==> config.mk <==
export PLATFORM = sky130hd
export DESIGN_NAME = mem_access_unit_flat
export DESIGN_NICKNAME = d
export VERILOG_FILES = /design/src/rtl/mem_pkg.sv /design/src/rtl/mem_access_unit_if.sv /design/src/rtl/load_extend.sv /design/src/rtl/mem_access_unit.sv /design/src/flat_wrapper.sv
export SDC_FILE = /design/constraint.sdc
export NUM_CORES = 1
export LEC_CHECK = 0
export CORE_MARGIN = 3
export CORE_UTILIZATION = 42
export CTS_CLUSTER_DIAMETER = 120
export DETAILED_ROUTE_END_ITERATION = 8
export PLACE_DENSITY_LB_ADDON = 0.25
export RECOVER_POWER = 100
export SYNTH_ARGS = -nofsm -noshare
export SYNTH_HDL_FRONTEND = slang
export SYNTH_SLANG_ARGS = --single-unit
==> constraint.sdc <==
create_clock -name clk -period 4.7 [get_ports clk]
set_clock_uncertainty 0.2 [all_clocks]
set_input_delay 0.94 -clock clk [delete_from_list [all_inputs] [get_ports clk]]
set_output_delay 0.94 -clock clk [all_outputs]
set_load 0.005 [all_outputs]
==> src/rtl/mem_pkg.sv <==
// Shared types and constants for the MEM-stage load/store initiator.
// Size encoding matches the data RAM's Size port.
package mem_pkg;

    localparam logic [1:0] SZ_BYTE    = 2'b00;
    localparam logic [1:0] SZ_HALF    = 2'b01;
    localparam logic [1:0] SZ_WORD    = 2'b10;
    localparam logic [1:0] SZ_ILLEGAL = 2'b11;

    localparam logic RW_READ  = 1'b0;
    localparam logic RW_WRITE = 1'b1;

    typedef enum logic [1:0] {
        StIdle,
        StSetup,
        StAccess,
        StDone
    } state_e;

    typedef struct packed {
        logic        rw;
        logic [1:0]  size;
        logic        sgn;
        logic [31:0] addr;
        logic [31:0] data;
        logic [3:0]  rd;
    } req_t;

    function automatic logic [2:0] size_bytes(input logic [1:0] size);
        case (size)
            SZ_BYTE: return 3'd1;
            SZ_HALF: return 3'd2;
            SZ_WORD: return 3'd4;
            default: return 3'd0;
        endcase
    endfunction

    function automatic logic is_aligned(input logic [1:0] size, input logic [1:0] addr_lo);
        case (size)
            SZ_BYTE: return 1'b1;
            SZ_HALF: return ~addr_lo[0];
            SZ_WORD: return addr_lo == 2'b00;
            default: return 1'b0;
        endcase
    endfunction

endpackage

==> src/rtl/mem_access_unit_if.sv <==
// Request, data-RAM and write-back signals of the MEM-stage access unit.
// master is the access unit itself; slave is the pipeline/RAM side.
interface mem_access_unit_if;

    logic        ex_valid;
    logic        ex_load;
    logic [1:0]  ex_size;
    logic        ex_signed;
    logic [31:0] ex_addr;
    logic [31:0] ex_store_data;
    logic [3:0]  ex_rd;

    logic [31:0] ram_data_out;
    logic        ram_enable;
    logic        ram_read_write;
    logic [31:0] ram_address;
    logic [31:0] ram_data_in;
    logic [1:0]  ram_size;

    logic        mem_stall;
    logic        mem_done;
    logic        wb_valid;
    logic [31:0] wb_data;
    logic [3:0]  wb_rd;
    logic        misalign_err;

    modport master (
        input  ex_valid, ex_load, ex_size, ex_signed, ex_addr, ex_store_data, ex_rd,
        input  ram_data_out,
        output ram_enable, ram_read_write, ram_address, ram_data_in, ram_size,
        output mem_stall, mem_done, wb_valid, wb_data, wb_rd, misalign_err
    );

    modport slave (
        output ex_valid, ex_load, ex_size, ex_signed, ex_addr, ex_store_data, ex_rd,
        output ram_data_out,
        input  ram_enable, ram_read_write, ram_address, ram_data_in, ram_size,
        input  mem_stall, mem_done, wb_valid, wb_data, wb_rd, misalign_err
    );

endinterface

==> src/rtl/load_extend.sv <==
// Sign/zero extension of right-aligned load data by access size.
module load_extend
    import mem_pkg::*;
(
    input  logic [1:0]  i_size,
    input  logic        i_signed,
    input  logic [31:0] i_raw,
    output logic [31:0] o_ext
);

    always_comb begin
        o_ext = i_raw;
        case (i_size)
            SZ_BYTE: o_ext = {{24{i_signed & i_raw[7]}}, i_raw[7:0]};
            SZ_HALF: o_ext = {{16{i_signed & i_raw[15]}}, i_raw[15:0]};
            default: o_ext = i_raw;
        endcase
    end

endmodule

==> src/rtl/mem_access_unit.sv <==
// MEM-stage load/store initiator: sequences the data RAM's level-triggered
// Enable through SETUP/ACCESS/DONE and stalls the pipeline meanwhile.
module mem_access_unit
    import mem_pkg::*;
#(
    parameter int unsigned ACCESS_CYCLES = 1,
    parameter int unsigned ADDR_LIMIT    = 256
) (
    input  logic                 clk,
    input  logic                 rst_n,
    mem_access_unit_if.master    bus
);

    localparam int unsigned    CntW    = (ACCESS_CYCLES > 1) ? $clog2(ACCESS_CYCLES) : 1;
    localparam logic [CntW-1:0] CntLast = CntW'(ACCESS_CYCLES - 1);

    state_e          r_state;
    state_e          w_state_next;
    logic [CntW-1:0] r_cnt;
    logic [CntW-1:0] w_cnt_next;
    req_t            r_req;
    req_t            w_req_in;

    logic            r_ram_enable;
    logic            r_mem_done;
    logic            r_wb_valid;
    logic            r_misalign;
    logic [31:0]     r_wb_data;

    logic [32:0]     w_end;
    logic            w_legal;
    logic            w_accept;
    logic            w_reject;
    logic            w_last;
    logic [31:0]     w_ext;

    // 33-bit sum so an address near 2^32 cannot wrap back into range
    assign w_end    = {1'b0, bus.ex_addr} + 33'(size_bytes(bus.ex_size));
    assign w_legal  = (bus.ex_size != SZ_ILLEGAL)
                    && is_aligned(bus.ex_size, bus.ex_addr[1:0])
                    && (w_end <= 33'(ADDR_LIMIT));
    assign w_accept = (r_state == StIdle) && bus.ex_valid && w_legal;
    assign w_reject = (r_state == StIdle) && bus.ex_valid && !w_legal;
    assign w_last   = (r_state == StAccess) && (r_cnt == CntLast);

    assign w_req_in = '{
        rw:   bus.ex_load ? RW_READ : RW_WRITE,
        size: bus.ex_size,
        sgn:  bus.ex_signed,
        addr: bus.ex_addr,
        data: bus.ex_store_data,
        rd:   bus.ex_rd
    };

    load_extend u_load_extend (
        .i_size   (r_req.size),
        .i_signed (r_req.sgn),
        .i_raw    (bus.ram_data_out),
        .o_ext    (w_ext)
    );

    always_comb begin
        w_state_next = r_state;
        w_cnt_next   = r_cnt;
        case (r_state)
            StIdle: begin
                if (w_accept) begin
                    w_state_next = StSetup;
                end
            end
            StSetup: begin
                w_state_next = StAccess;
                w_cnt_next   = '0;
            end
            StAccess: begin
                if (r_cnt == CntLast) begin
                    w_state_next = StDone;
                end else begin
                    w_cnt_next = r_cnt + CntW'(1);
                end
            end
            StDone: begin
                w_state_next = StIdle;
            end
            default: begin
                w_state_next = StIdle;
            end
        endcase
    end

    always_ff @(posedge clk) begin
        if (!rst_n) begin
            r_state      <= StIdle;
            r_cnt        <= '0;
            r_req        <= '0;
            r_ram_enable <= 1'b0;
            r_mem_done   <= 1'b0;
            r_wb_valid   <= 1'b0;
            r_misalign   <= 1'b0;
            r_wb_data    <= '0;
        end else begin
            r_state      <= w_state_next;
            r_cnt        <= w_cnt_next;
            // Outputs are decoded from the next state so they come straight off flops
            r_ram_enable <= (w_state_next == StAccess);
            r_mem_done   <= (w_state_next == StDone);
            r_wb_valid   <= (w_state_next == StDone) && (r_req.rw == RW_READ);
            r_misalign   <= w_reject;
            if (w_accept) begin
                r_req <= w_req_in;
            end
            if (w_last && (r_req.rw == RW_READ)) begin
                r_wb_data <= w_ext;
            end
        end
    end

    assign bus.ram_enable     = r_ram_enable;
    assign bus.ram_read_write = r_req.rw;
    assign bus.ram_address    = r_req.addr;
    assign bus.ram_data_in    = r_req.data;
    assign bus.ram_size       = r_req.size;

    assign bus.mem_stall    = w_accept || (r_state == StSetup) || (r_state == StAccess);
    assign bus.mem_done     = r_mem_done;
    assign bus.wb_valid     = r_wb_valid;
    assign bus.wb_data      = r_wb_data;
    assign bus.wb_rd        = r_req.rd;
    assign bus.misalign_err = r_misalign;

endmodule

==> src/flat_wrapper.sv <==
// flat-port wrapper written by rule: the top's interface ports become plain ports
module mem_access_unit_flat import mem_pkg::*;
#(
    parameter int unsigned ACCESS_CYCLES = 1,
    parameter int unsigned ADDR_LIMIT    = 256
)
  (clk, rst_n, bus_ex_valid, bus_ex_load, bus_ex_size, bus_ex_signed, bus_ex_addr, bus_ex_store_data, bus_ex_rd, bus_ram_data_out, bus_ram_enable, bus_ram_read_write, bus_ram_address, bus_ram_data_in, bus_ram_size, bus_mem_stall, bus_mem_done, bus_wb_valid, bus_wb_data, bus_wb_rd, bus_misalign_err);
  mem_access_unit_if bus_i ();
  input  logic clk;
  input  logic rst_n;
  input wire logic [$bits(bus_i.ex_valid)-1:0] bus_ex_valid;
  input wire logic [$bits(bus_i.ex_load)-1:0] bus_ex_load;
  input wire logic [$bits(bus_i.ex_size)-1:0] bus_ex_size;
  input wire logic [$bits(bus_i.ex_signed)-1:0] bus_ex_signed;
  input wire logic [$bits(bus_i.ex_addr)-1:0] bus_ex_addr;
  input wire logic [$bits(bus_i.ex_store_data)-1:0] bus_ex_store_data;
  input wire logic [$bits(bus_i.ex_rd)-1:0] bus_ex_rd;
  input wire logic [$bits(bus_i.ram_data_out)-1:0] bus_ram_data_out;
  output wire logic [$bits(bus_i.ram_enable)-1:0] bus_ram_enable;
  output wire logic [$bits(bus_i.ram_read_write)-1:0] bus_ram_read_write;
  output wire logic [$bits(bus_i.ram_address)-1:0] bus_ram_address;
  output wire logic [$bits(bus_i.ram_data_in)-1:0] bus_ram_data_in;
  output wire logic [$bits(bus_i.ram_size)-1:0] bus_ram_size;
  output wire logic [$bits(bus_i.mem_stall)-1:0] bus_mem_stall;
  output wire logic [$bits(bus_i.mem_done)-1:0] bus_mem_done;
  output wire logic [$bits(bus_i.wb_valid)-1:0] bus_wb_valid;
  output wire logic [$bits(bus_i.wb_data)-1:0] bus_wb_data;
  output wire logic [$bits(bus_i.wb_rd)-1:0] bus_wb_rd;
  output wire logic [$bits(bus_i.misalign_err)-1:0] bus_misalign_err;
  assign bus_i.ex_valid = bus_ex_valid;
  assign bus_i.ex_load = bus_ex_load;
  assign bus_i.ex_size = bus_ex_size;
  assign bus_i.ex_signed = bus_ex_signed;
  assign bus_i.ex_addr = bus_ex_addr;
  assign bus_i.ex_store_data = bus_ex_store_data;
  assign bus_i.ex_rd = bus_ex_rd;
  assign bus_i.ram_data_out = bus_ram_data_out;
  assign bus_ram_enable = bus_i.ram_enable;
  assign bus_ram_read_write = bus_i.ram_read_write;
  assign bus_ram_address = bus_i.ram_address;
  assign bus_ram_data_in = bus_i.ram_data_in;
  assign bus_ram_size = bus_i.ram_size;
  assign bus_mem_stall = bus_i.mem_stall;
  assign bus_mem_done = bus_i.mem_done;
  assign bus_wb_valid = bus_i.wb_valid;
  assign bus_wb_data = bus_i.wb_data;
  assign bus_wb_rd = bus_i.wb_rd;
  assign bus_misalign_err = bus_i.misalign_err;
  mem_access_unit #(.ACCESS_CYCLES(ACCESS_CYCLES), .ADDR_LIMIT(ADDR_LIMIT)) u_core (.clk(clk), .rst_n(rst_n), .bus(bus_i));
endmodule
==> flow_metrics.env <==
export IMPL_cp_start_kind="input port"
export IMPL_die_x_um=113
export IMPL_ant_nets=0
export IMPL_syn_nets=667
export IMPL_r2r_cells=6
export IMPL_firstDrtPassIters=4
export IMPL_syn_area_per_cell_um2=8.79
export IMPL_synthCells=552
export IMPL_drt_total_wl_um=14600
export IMPL_cp_end_kind="primary output"
export IMPL_muxShareOfSynthArea_pct=11.0
export IMPL_synth_fa_ha_area_share_pct=2.22
export IMPL_grt_usage_pct=22.3
export IMPL_cts_root_buf="clkbuf_16"
export IMPL_netlist_top_cells_count="146 x nand2_1, 110 x dfxtp_1, 52 x mux2i_1"
export IMPL_synth_compound_area_share_pct=10.3
export IMPL_finalCritPeriodShare_pct=98.5
export IMPL_rr_startpoint="u_core.r_state[0]$_SDFF_PN0_"
export IMPL_area_delta_synth_final_pct=60.0
export IMPL_cts_tree="done"
export IMPL_max_freq_mhz=216
export IMPL_ys_flop_type="dfxtp_1"
export IMPL_reg2reg_slack_ns=1.93
export IMPL_whs_path_depth=2
export IMPL_syn_area_mm2=0.00485
export IMPL_antenna_found_initial=0
export IMPL_swShare_pct=23.0
export IMPL_worstMarginPinSlew_ns=1.78
export IMPL_drive_gt1_share_pct=13.2
export IMPL_p_int_mw=1.44
export IMPL_route_detailed_drc=0
export IMPL_overflow=0
export IMPL_async_flop_share_pct=0
export IMPL_cts_made_buffers=9
export IMPL_htreeDepth=3
export IMPL_ys_top_cells_by_area="dfxtp_1 45%, nand2_1 11%, mux2i_1 11%"
export IMPL_drt_first_iter_violations=316
export IMPL_grt_start_max_net_pins=104
export IMPL_crit_arrival_ns=3.49
export IMPL_antennaDiodeCount=0
export IMPL_placed_cell_area_mm2=0.00732
export IMPL_wire_per_inst_um=15.6
export IMPL_clock_sinks=110
export IMPL_cts_buffer_depth=2
export IMPL_start_util_pct=43.8
export IMPL_synth_top_cell_area_share_pct=45.4
export IMPL_portBuffers=214
export IMPL_clk_insertion_delay_late_ns=0.35
export IMPL_stdcell_area_mm2=0.00777
export IMPL_ys_warnings_count=0
export IMPL_critPathKind="input port to primary output"
export IMPL_final_util_pct=70.1
export IMPL_nNetsFinal=905
export IMPL_cts_hold_buf=0
export IMPL_synth_xor_area_share_pct=1.80
export IMPL_pwr_share_seq_pct=50.1
export IMPL_seq_area_frac_synth_pct=45.4
export IMPL_setup_viol=0
export IMPL_hold_path_end="u_core.bus.ram_address[4]$_SDFFE_PN0P_"
export IMPL_via_per_inst=5.12
export IMPL_synth_top_cell_by_area="dfxtp_1"
export IMPL_die_h_um=113
export IMPL_min_from="u_core.bus.ram_address[4]$_SDFFE_PN0P_"
export IMPL_num_io_pins=215
export IMPL_dp_hpwl_um=10700
export IMPL_clkPwrFrac_pct=37.7
export IMPL_p_leak_nw=3.33
export IMPL_status="finished with violations"
export IMPL_pwr_share_comb_pct=12.2
export IMPL_synth_edf_count=0
export IMPL_fp_coreArea_mm2=0.0111
export IMPL_synth_top_family_by_area="simple AND/OR/NAND/NOR gates"
export IMPL_ir_drop_v=0.000224
export IMPL_vias=4783
export IMPL_synthDistinctLibCells=58
export IMPL_relSlewSlack_pct=-18.7
export IMPL_cp_max_fo=2
export IMPL_slew_violations=104
export IMPL_failed_checks="capacitance limit, slew limit"
export IMPL_hold_viol=0
export IMPL_grt_pass1_vias=4750
export IMPL_rows=38
export IMPL_ys_seq_elements=110
export IMPL_clk_pin_slew_ns=0.07
export IMPL_synth_simple_gate_area_share_pct=25.2
export IMPL_gp_congestion=0.853
export IMPL_worstHoldPathType="flip-flop to flip-flop"
export IMPL_die_area_mm2=0.0129
export IMPL_synth_most_common_cell="nand2_1"
export IMPL_grt_pass1_wl_um=23300
export IMPL_finalSetupTns_ns=0
export IMPL_p_switching_uw=430
export IMPL_cap_viol_max_count=1
export IMPL_fin_crit_ns=4.63
export IMPL_startpoint="bus_ex_addr[0]"
export IMPL_worst_ep_required_time_ns=3.56
export IMPL_r2r_end="u_core.bus.wb_data[22]$_SDFFE_PN0P_"
export IMPL_p_per_area_mw_per_mm2=241
state kept, by name, summed over array words and instances, names as in the netlist:
| register | flops |
|---|---|
| u_core.bus.ram_data_in | 32 |
| u_core.bus.wb_data | 32 |
| u_core.bus.misalign_err | 1 |
| u_core.bus.ram_address | 32 |
| u_core.bus.ram_size | 2 |
| u_core.bus.ram_enable | 1 |
| u_core.r_req | 1 |
| u_core.bus.wb_valid | 1 |
| u_core.r_state | 2 |
| u_core.bus.wb_rd | 4 |
| u_core.bus.mem_done | 1 |
| u_core.bus.ram_read_write | 1 |
layout make-up:
| type | instances | area, um^2 |
|---|---|---|
| inverters | 4 | 15.0 |
| repair buffers | 264 | 2500 |
| well taps | 140 | 175 |
| clock inverters | 3 | 21.3 |
| fillers | 862 | 3310 |
| multi-input cells | 401 | 2600 |
| flip-flops and latches | 110 | 2200 |
| clock buffers | 12 | 246 |
power by group through the flow:
| stage | Clock, mW | Combinational [mW] | Sequential, mW |
|---|---|---|---|
| after floorplan | 0 | 0.0674 | 0.958 |
| after global placement | 0 | 0.213 | 0.958 |
| after detailed placement | 0 | 0.216 | 0.958 |
| after CTS | 0.722 | 0.223 | 0.936 |
| after global routing | 0.754 | 0.248 | 0.936 |
| final | 0.705 | 0.229 | 0.936 |
routing by layer:
metal	vias up	global-route usage (%)	wire length [um]
met4	0	7.29	196
met2	169	38.5	7060
met3	18	6.47	1170
met1	2227	26.5	6180
met5	-	0	0
li1	2369	-	-
placed cells by master (no fill, tap or decap), types with 7 or more instances in the layout:
master,n
nor2_1,12
a21boi_0,8
o21ai_0,29
nand3_1,7
nand2_1,146
buf_4,49
a21oi_1,26
and3_1,21
clkdlybuf4s50_1,96
mux2i_1,52
dfxtp_1,110
dlygate4sd3_1,107
clkbuf_16,9
critical path, cell delays in order:
cell and delay, ns:
dlygate4sd2_1 0.25, ha_2 0.19, fa_2 0.37, xor2_1 0.19
or3_4 0.36, nor4_4 0.22, a2111oi_4 0.10, or3_4 0.38
nor4_4 0.22, or3_1 0.16, buf_2 0.11
metrics by stage:
step           setup slack, ns  hold slack [ns]  power [mW]  cells
2_1_floorplan            0.154            0.248        1.03    552
3_3_place_gp            -0.732            0.241        1.17    914
3_5_place_dp            -0.805            0.249        1.17    914
4_1_cts                0.00978            0.260        1.88    931
5_1_grt                -0.0665            0.272        1.94    934
6_report                0.0701            0.254        1.87    934
worst max-delay path by stage:
stage | endpoint | slack, ns | depth (start not counted)
2_1_floorplan | bus_mem_stall | 0.15 | 12
3_3_place_gp | bus_mem_stall | -0.73 | 12
3_5_place_dp | bus_mem_stall | -0.80 | 13
4_1_cts | bus_mem_stall | 0.01 | 11
5_1_grt | bus_mem_stall | -0.07 | 12
6_report | bus_mem_stall | 0.07 | 11
repair_timing:
item | in CTS | in global routing
setup buffers | 3 | 3
setup endpoints to repair | 2 | 1
gates resized for setup | 33 | 14
pin swaps | 11 | 8
kinds of logic (layout without fill, tap and decap cells):
family,after synthesis,count (layout)
buf+inv,41,283
mux,53,53
simple gates,246,246
xor+xnor,10,10
fa+ha+maj,8,8
compound gates,84,84
flops,110,110
Power figures use the tool's default switching activity.
